### config.mk
export PLATFORM = sky130hd
export DESIGN_NAME = trit_packer_flat
export DESIGN_NICKNAME = d
export VERILOG_FILES = /design/src/rtl/trit_packer_if.sv /design/src/rtl/trit_packer.sv /design/src/flat_wrapper.sv
export SDC_FILE = /design/constraint.sdc
export NUM_CORES = 1
export LEC_CHECK = 0
export BUFFER_PORTS_ARGS = -buffer_cell sky130_fd_sc_hd__clkbuf_2
export CORE_ASPECT_RATIO = 2
export CORE_MARGIN = 2
export CORE_UTILIZATION = 64
export DETAILED_ROUTE_END_ITERATION = 10
export GPL_TIMING_DRIVEN = 0
export PLACE_DENSITY = 0.85
export SLEW_MARGIN = 25
export SYNTH_ARGS = -nofsm -noshare
export SYNTH_HDL_FRONTEND = slang
export SYNTH_SLANG_ARGS = --single-unit
### constraint.sdc
create_clock -name clk -period 4.98 [get_ports clk]
set_input_delay 0.249 -clock clk [delete_from_list [all_inputs] [get_ports clk]]
set_output_delay 0.249 -clock clk [all_outputs]
set_load 0.05 [all_outputs]
### src/rtl/trit_packer_if.sv
// rtl/trit_packer_if.sv - trit input / byte output handshake bundle for trit_packer.
interface trit_packer_if;
  logic       start;
  logic       in_valid;
  logic       in_ready;
  logic [1:0] in_trit;
  logic       out_valid;
  logic       out_ready;
  logic [7:0] out_byte;
  logic       out_last;
  logic       done;
  logic       err;

  modport master (
    output start, in_valid, in_trit, out_ready,
    input  in_ready, out_valid, out_byte, out_last, done, err
  );

  modport slave (
    input  start, in_valid, in_trit, out_ready,
    output in_ready, out_valid, out_byte, out_last, done, err
  );
endinterface

### src/rtl/trit_packer.sv
// rtl/trit_packer.sv - packs 2-bit trits five per byte (t0 + 3t1 + 9t2 + 27t3 + 81t4).
module trit_packer #(
  parameter int N_COEFFS       = 701,
  parameter int TRITS_PER_BYTE = 5
) (
  input  logic          clk,
  input  logic          rst,
  trit_packer_if.slave  bus
);

  typedef enum logic [1:0] {IDLE, COLLECT, EMIT, DONE} state_t;

  localparam logic [9:0] N_FULL   = 10'(N_COEFFS);
  localparam logic [9:0] N_LAST   = 10'(N_COEFFS - 1);
  localparam logic [2:0] LAST_POS = 3'(TRITS_PER_BYTE - 1);

  state_t     state_q, state_d;
  logic [7:0] acc_q, acc_d;
  logic [6:0] weight_q, weight_d;
  logic [2:0] pos_q, pos_d;
  logic [9:0] cnt_q, cnt_d;
  logic       err_q, err_d;
  logic [7:0] trit_val;
  logic       last_byte;

  assign last_byte = (cnt_q == N_FULL);

  always_ff @(posedge clk or negedge rst) begin
    if (!rst) begin
      state_q  <= IDLE;
      acc_q    <= '0;
      weight_q <= 7'd1;
      pos_q    <= '0;
      cnt_q    <= '0;
      err_q    <= 1'b0;
    end else begin
      state_q  <= state_d;
      acc_q    <= acc_d;
      weight_q <= weight_d;
      pos_q    <= pos_d;
      cnt_q    <= cnt_d;
      err_q    <= err_d;
    end
  end

  always_comb begin
    state_d  = state_q;
    acc_d    = acc_q;
    weight_d = weight_q;
    pos_d    = pos_q;
    cnt_d    = cnt_q;
    err_d    = err_q;
    // Illegal code 11 contributes nothing to the byte; only err records it.
    trit_val = 8'd0;
    if (bus.in_trit == 2'd1) trit_val = {1'b0, weight_q};
    else if (bus.in_trit == 2'd2) trit_val = {weight_q, 1'b0};

    case (state_q)
      IDLE: begin
        if (bus.start) begin
          state_d  = COLLECT;
          acc_d    = '0;
          weight_d = 7'd1;
          pos_d    = '0;
          cnt_d    = '0;
          err_d    = 1'b0;
        end
      end
      COLLECT: begin
        if (bus.in_valid) begin
          acc_d    = acc_q + trit_val;
          // Weight only needs to be right for the next trit of the same byte (max 81).
          weight_d = weight_q + {weight_q[5:0], 1'b0};
          pos_d    = pos_q + 3'd1;
          cnt_d    = cnt_q + 10'd1;
          if (bus.in_trit == 2'd3) err_d = 1'b1;
          if (pos_q == LAST_POS || cnt_q == N_LAST) state_d = EMIT;
        end
      end
      EMIT: begin
        if (bus.out_ready) begin
          if (last_byte) begin
            state_d = DONE;
          end else begin
            state_d  = COLLECT;
            acc_d    = '0;
            weight_d = 7'd1;
            pos_d    = '0;
          end
        end
      end
      DONE:    state_d = IDLE;
      default: state_d = IDLE;
    endcase
  end

  assign bus.in_ready  = (state_q == COLLECT);
  assign bus.out_valid = (state_q == EMIT);
  assign bus.out_byte  = (state_q == EMIT) ? acc_q : 8'd0;
  assign bus.out_last  = (state_q == EMIT) && last_byte;
  assign bus.done      = (state_q == DONE);
  assign bus.err       = err_q;

endmodule
### src/flat_wrapper.sv
// flat-port wrapper written by rule: the top's interface ports become plain ports
module trit_packer_flat 
#(
  parameter int N_COEFFS       = 701,
  parameter int TRITS_PER_BYTE = 5
)
  (clk, rst, bus_start, bus_in_valid, bus_in_trit, bus_out_ready, bus_in_ready, bus_out_valid, bus_out_byte, bus_out_last, bus_done, bus_err);
  trit_packer_if bus_i ();
  input  logic clk;
  input  logic rst;
  input wire logic [$bits(bus_i.start)-1:0] bus_start;
  input wire logic [$bits(bus_i.in_valid)-1:0] bus_in_valid;
  input wire logic [$bits(bus_i.in_trit)-1:0] bus_in_trit;
  input wire logic [$bits(bus_i.out_ready)-1:0] bus_out_ready;
  output wire logic [$bits(bus_i.in_ready)-1:0] bus_in_ready;
  output wire logic [$bits(bus_i.out_valid)-1:0] bus_out_valid;
  output wire logic [$bits(bus_i.out_byte)-1:0] bus_out_byte;
  output wire logic [$bits(bus_i.out_last)-1:0] bus_out_last;
  output wire logic [$bits(bus_i.done)-1:0] bus_done;
  output wire logic [$bits(bus_i.err)-1:0] bus_err;
  assign bus_i.start = bus_start;
  assign bus_i.in_valid = bus_in_valid;
  assign bus_i.in_trit = bus_in_trit;
  assign bus_i.out_ready = bus_out_ready;
  assign bus_in_ready = bus_i.in_ready;
  assign bus_out_valid = bus_i.out_valid;
  assign bus_out_byte = bus_i.out_byte;
  assign bus_out_last = bus_i.out_last;
  assign bus_done = bus_i.done;
  assign bus_err = bus_i.err;
  trit_packer #(.N_COEFFS(N_COEFFS), .TRITS_PER_BYTE(TRITS_PER_BYTE)) u_core (.clk(clk), .rst(rst), .bus(bus_i));
endmodule
; Word level (Yosys, flattened, before mapping)
; Index checks and enable logic that the tools add are counted.
[word_totals]
output_inout_bits = 13
register_bits = 31
input_bits = 7
elab_cells = 65
[op_classes]
n_reduce_logical = 9
add_sub_neg = 4
n_mux = 31
n_eq_ne = 15
[op_table]
columns = operator, count
row1 = two-way mux 8 bit, 7
row2 = two-way mux 7 bit, 4
row3 = case mux 8 bit (3 select lines), 1
row4 = case mux 7 bit (3 select lines), 1
row5 = == test 10 bit (second input constant), 2
row6 = two-way mux 10 bit, 2
row7 = case mux 10 bit (2 select lines), 1
row8 = two-way mux 3 bit, 4
row9 = adder 10 x 1 -> 10 bit (second input constant), 1
row10 = two-way mux 2 bit, 5
row11 = case mux 3 bit (3 select lines), 1
row12 = adder 8 bit, 1
row13 = == test 2 bit (second input constant), 4
row14 = inequality test 2 bit (second input constant), 4
row15 = case mux 2 bit (4 select lines), 1
row16 = AND reduction 4 bit, 2
row17 = adder 7 bit, 1
row18 = AND reduction 5 bit, 1
row19 = == test 2 x 1 -> 1 bit (second input constant), 2
row20 = inequality test 2 x 1 -> 1 bit (second input constant), 2
row21 = adder 3 x 1 -> 3 bit (second input constant), 1
row22 = == test 3 bit (second input constant), 1
row23 = two-way mux 1 bit, 3
row24 = AND reduction 3 bit, 1
row25 = other kinds (6), 6

; Logic depth before layout (Yosys ltp)
[depth]
ltp_word = 6
depth_mapped = 10
depth_no_buf = 10

; Worst setup path after synthesis
; OpenSTA, ideal clock, no wires.
[synth_timing]
path_type = register -> register
startpoint = register u_core.cnt_q[1]
endpoint = register u_core.acc_q[7]
stages_incl_launch_ff = 9
n_path_buf = 1
t_arrival_ps = 2388
period_less_slack_ps = 2469
required_time_ps = 4900
setup_ps = 80
setup_slack_ps = 2511
cell_sequence = dfrtp_1 -> inv_1 -> ha_1 -> nand3b_1 -> nor3_1 -> a21o_2 -> buf_6 -> nand2_1 -> o211ai_2
[synth_between]
elab_chain_cells = 3
[synth_lines]
columns = element, line_no
row1 = start: declaration, trit_packer.sv:21  ; logic [9:0] cnt_q, cnt_d;
row2 = start signal: assignment, trit_packer.sv:41  ; cnt_q <= cnt_d;
row3 = == test 10 bit, trit_packer.sv:26  ; assign last_byte = (cnt_q == N_FULL);
row4 = inequality test 2 bit (no source line), --
row5 = AND reduction 5 bit (no source line), --
row6 = end signal: assignment, trit_packer.sv:31  ; acc_q <= '0;
row7 = end signal: assignment, trit_packer.sv:38  ; acc_q <= acc_d;
row8 = end: declaration, trit_packer.sv:18  ; logic [7:0] acc_q, acc_d;
; No other way between the ends.
; A chain may end at the register's enable or synchronous reset.

; Worst setup path in the final report
[layout_timing]
startpoint = register u_core.weight_q[5]
endpoint = register u_core.acc_q[7]
[layout_between]
elab_chain_cells = 5
[layout_lines]
columns = element, line_no
row1 = start: declaration, trit_packer.sv:19  ; logic [6:0] weight_q, weight_d;
row2 = start signal: assignment, trit_packer.sv:39  ; weight_q <= weight_d;
row3 = two-way mux 8 bit, trit_packer.sv:56  ; else if (bus.in_trit == 2'd2) trit_val = {weight_q, 1'b0};
row4 = two-way mux 8 bit (*), trit_packer.sv:55  ; if (bus.in_trit == 2'd1) trit_val = {1'b0, weight_q};
row5 = adder 8 bit (*), trit_packer.sv:71  ; acc_d = acc_q + trit_val;
row6 = two-way mux 8 bit (*), trit_packer.sv:70  ; if (bus.in_valid) begin
row7 = case mux 8 bit (3 select lines) (*), trit_packer.sv:58  ; case (state_q)
; Mark *: on every way between the ends. The rest lies on a longest branch, timed or not. The select of a mux whose other input is x is not followed.

==> metrics.md <==
| Metric | Value |
|---|---|
| Status | `complete, no violations` |
| Slew Limit Fails | `0` |
| CP Capture Type | `flip-flop` |
| Remaining DRCs | `0` |
| Ys flop type | `dfrtp_1` |
| DP HPWL | `3610 um` |
| Sw Ratio | `45.3%` |
| Fin. Hold Viols | `0` |
| Distinct cells, synth | `51` |
| Sequential element share of the synthesized area | `35.6%` |
| Initial antenna violation count | `0` |
| GRT Util Overall | `28.0%` |
| Worst hold path type | `in -> async` |
| Die area | `3920 um2` |
| Max-Slew Margin vs Limit | `46.2%` |
| CTS tree | `done` |
| Die Width | `45.3 um` |
| DR iter-0 viols | `59` |
| Worst slew pin tran | `0.807 ns` |
| Internal power | `0.723 mW` |
| Final Instance Area | `2400 um2` |
| Worst-path maximum fanout | `10` |
| Unrepaired setup endpoints after global routing | `false` |
| N_diodes | `0` |
| Crit path kind | `reg -> reg` |
| Syn_nets | `263` |
| Synthesized area | `2180 um2` |
| Cts bufs inserted | `5` |
| Antenna-violating nets left | `0` |
| Min Tclk post-route | `2.50 ns` |
| Cts repair resizes | `0` |
| Core area | `3340 um2` |
| Gpl congestion | `0.834` |
| Flop pwr share | `31.8%` |
| Synth Warn # | `0` |
| Tcrit/Tclk final | `50.2%` |
| CTS clk-pin slew, worst paths | `0.07 ns` |
| Power Density | `550 nW/um2` |
| Net Switching | `0.600 mW` |
| Rows | `30` |
| Top Ports | `20` |
| Fin Clk Skew | `0.0139 ns` |
| Setup Buffers After CTS | `0` |
| Dpl ws | `2.26 ns` |
| Fillers | `278` |
| Leak | `1.17 nW` |
| Comb pwr share | `53.6%` |
| Clock share of power | `14.6%` |
| Crit path DAT | `2.72 ns` |
| Area growth syn-to-layout | `10.1%` |
| Chip height | `86.6 um` |
| Hold_buf cts | `0` |
| Post-Route WL | `4870 um` |
| Root Buffer | `clkbuf_8` |
| Vias per std cell | `6.18` |
| Share of cells above drive strength 1 | `14.4%` |
| Post-Syn Instances | `237` |
| Worst skew pair latency | `0.29 ns` |
| Final net count | `289` |
| Flops & latches, synth | `31` |
| Vias in the first global route | `1817` |
| Required time worst endpoint | `5.20 ns` |
| Worst setup SP type | `flip-flop` |
| Worst setup slack after layout | `2.48 ns` |
| Fmax | `400 MHz` |
| Clock Sinks | `31` |
| Max_cap viols | `0` |
| Post-Place Cell Area | `2320 um2` |
| Avg WL per Cell | `16.4 um` |
| Synthesized area per cell | `9.21 um2` |
| Vias | `1829` |
| Max clock buf depth | `2` |
| First-pass GRT wire length | `8050 um` |
| # setup viols final | `0` |
| Async S/R FF share, synth | `100%` |
| Port bufs | `19` |
| Setup tns final | `0 ns` |
| Largest net degree at the start of global routing | `32` |
| Post-synth EDFFs | `0` |
| Post-layout util | `71.9%` |
| Initial Utilization | `65.3%` |
| CTS H-tree lvls | `2` |
| Peak VDD IR | `0.352 mV` |
| GR Overflow Total | `0` |
| First drt pass iteration count | `4` |
[area by class of cell]
class | count | area (um2) | share of cell area [%]
Clock inverter | 1 | 5.00 | 0.208
Clock buffer | 7 | 76.3 | 3.18
Sequential cell | 31 | 777 | 32.3
Tap cell | 32 | 40.0 | 1.67
Timing Repair Buffer | 19 | 95.1 | 3.96
Multi-Input combinational cell | 183 | 1300 | 54.0
Inverter | 15 | 56.3 | 2.34
Buffer | 8 | 56.3 | 2.34
[flip-flops by register name, summed over array words and instances (netlist names)]
| register | flops |
|---|---|
| u_core.weight_q | 7 |
| u_core.state_q | 2 |
| u_core.pos_q | 3 |
| u_core.bus.err | 1 |
| u_core.cnt_q | 10 |
| u_core.acc_q | 8 |
[final timing paths]
| kind | from | end | slack [ns] | depth (start not counted) |
|---|---|---|---|---|
| hold reg to reg | u_core.pos_q[2]$_DFFE_PN0P_ | u_core.pos_q[2]$_DFFE_PN0P_ | 0.49 | 1 |
| min in group clk | bus_out_ready | u_core.state_q[1]$_DFFE_PN0P_ | 0.25 | 3 |
| max in group asynchronous | rst | u_core.state_q[0]$_DFFE_PN0P_ | 4.43 | 1 |
| setup / recovery | u_core.weight_q[5]$_DFFE_PN0P_ | u_core.acc_q[7]$_DFFE_PN0P_ | 2.48 | 8 |
| hold / removal | rst | u_core.acc_q[2]$_DFFE_PN0P_ | 0.03 | 1 |
| setup reg to reg | u_core.weight_q[5]$_DFFE_PN0P_ | u_core.acc_q[7]$_DFFE_PN0P_ | 2.48 | 8 |
[layout by cell type, fill, tap and decap left out, types with 5 or more instances in the layout]
cell type | synthesis | layout
a22o_1 | 10 | 10
nand2_1 | 23 | 23
nand3_1 | 5 | 5
dfrtp_1 | 30 | 30
ha_1 | 17 | 17
clkbuf_1 | 3 | 5
xor2_1 | 11 | 11
nor2b_1 | 6 | 6
clkbuf_8 | 0 | 5
clkbuf_2 | 0 | 19
a21oi_1 | 5 | 5
and2_1 | 12 | 12
o21ai_0 | 18 | 18
nor2_1 | 15 | 15
inv_1 | 15 | 15
[cell usage after synthesis (all sizes together) (2+ instances only)]
| cell | instances | area (um2) |
|---|---|---|
| a211oi | 4 | 35.0 |
| a21o | 4 | 31.3 |
| a21oi | 5 | 25.0 |
| a22o | 10 | 87.6 |
| and2 | 12 | 75.1 |
| and3 | 2 | 12.5 |
| and4 | 2 | 17.5 |
| buf | 5 | 45.0 |
| clkbuf | 3 | 11.3 |
| dfrtp | 30 | 751 |
| fa | 2 | 40.0 |
| ha | 17 | 213 |
| inv | 15 | 56.3 |
| mux2i | 3 | 30.0 |
| nand2 | 24 | 97.6 |
| nand2b | 4 | 25.0 |
| nand3 | 5 | 25.0 |
| nand4 | 4 | 25.0 |
| nor2 | 15 | 56.3 |
| nor2b | 7 | 51.3 |
| nor3 | 4 | 20.0 |
| o21a | 2 | 15.0 |
| o21ai | 20 | 100 |
| o21bai | 3 | 22.5 |
| o311ai | 3 | 26.3 |
| or4 | 2 | 15.0 |
| xnor2 | 3 | 26.3 |
| xor2 | 11 | 96.3 |
[metal layers]
metal,up-vias,global-route usage (%),wire length [um]
li1,890,-,-
met1,897,28.0,1830
met2,29,51.3,2800
met3,13,3.96,87
met4,0,15.8,148
met5,-,0,0
[metrics by stage]
stage	cells	hold WS (ns)	total power, mW
after floorplan	237	-0.0466	0.963
after global placement	288	0.366	1.10
after detailed placement	288	0.378	1.13
after CTS	296	0.0633	1.32
after global routing	296	0.115	1.43
final	296	0.0317	1.32
[power by group through the flow]
stage	Combinational (mW)	Clock [mW]	Sequential [mW]
after floorplan	0.547	0	0.416
after global placement	0.683	0	0.418
after detailed placement	0.706	0	0.424
after CTS	0.708	0.197	0.419
after global routing	0.794	0.203	0.432
final	0.709	0.193	0.421
[cell families after synthesis]
family                     share of synthesized area (%)
muxes                                               1.38
and+or+nand+nor                                     22.2
adders and majority gates                           11.6
DFF                                                 35.6
xor gates and xnor gates                            5.62
buffers and inverters                               5.16
AOI/OAI and AO/OA                                   18.5
[critical path, stage by stage, from the launching register on]
cell and delay (ns):
dfrtp_1 0.40, clkbuf_1 0.22, a22o_1 0.25, ha_1 0.38
nand3_1 0.09, nor3_1 0.38, nor4b_1 0.10, or4b_1 0.53
o211ai_2 0.07
Power figures use the tool's default switching activity.
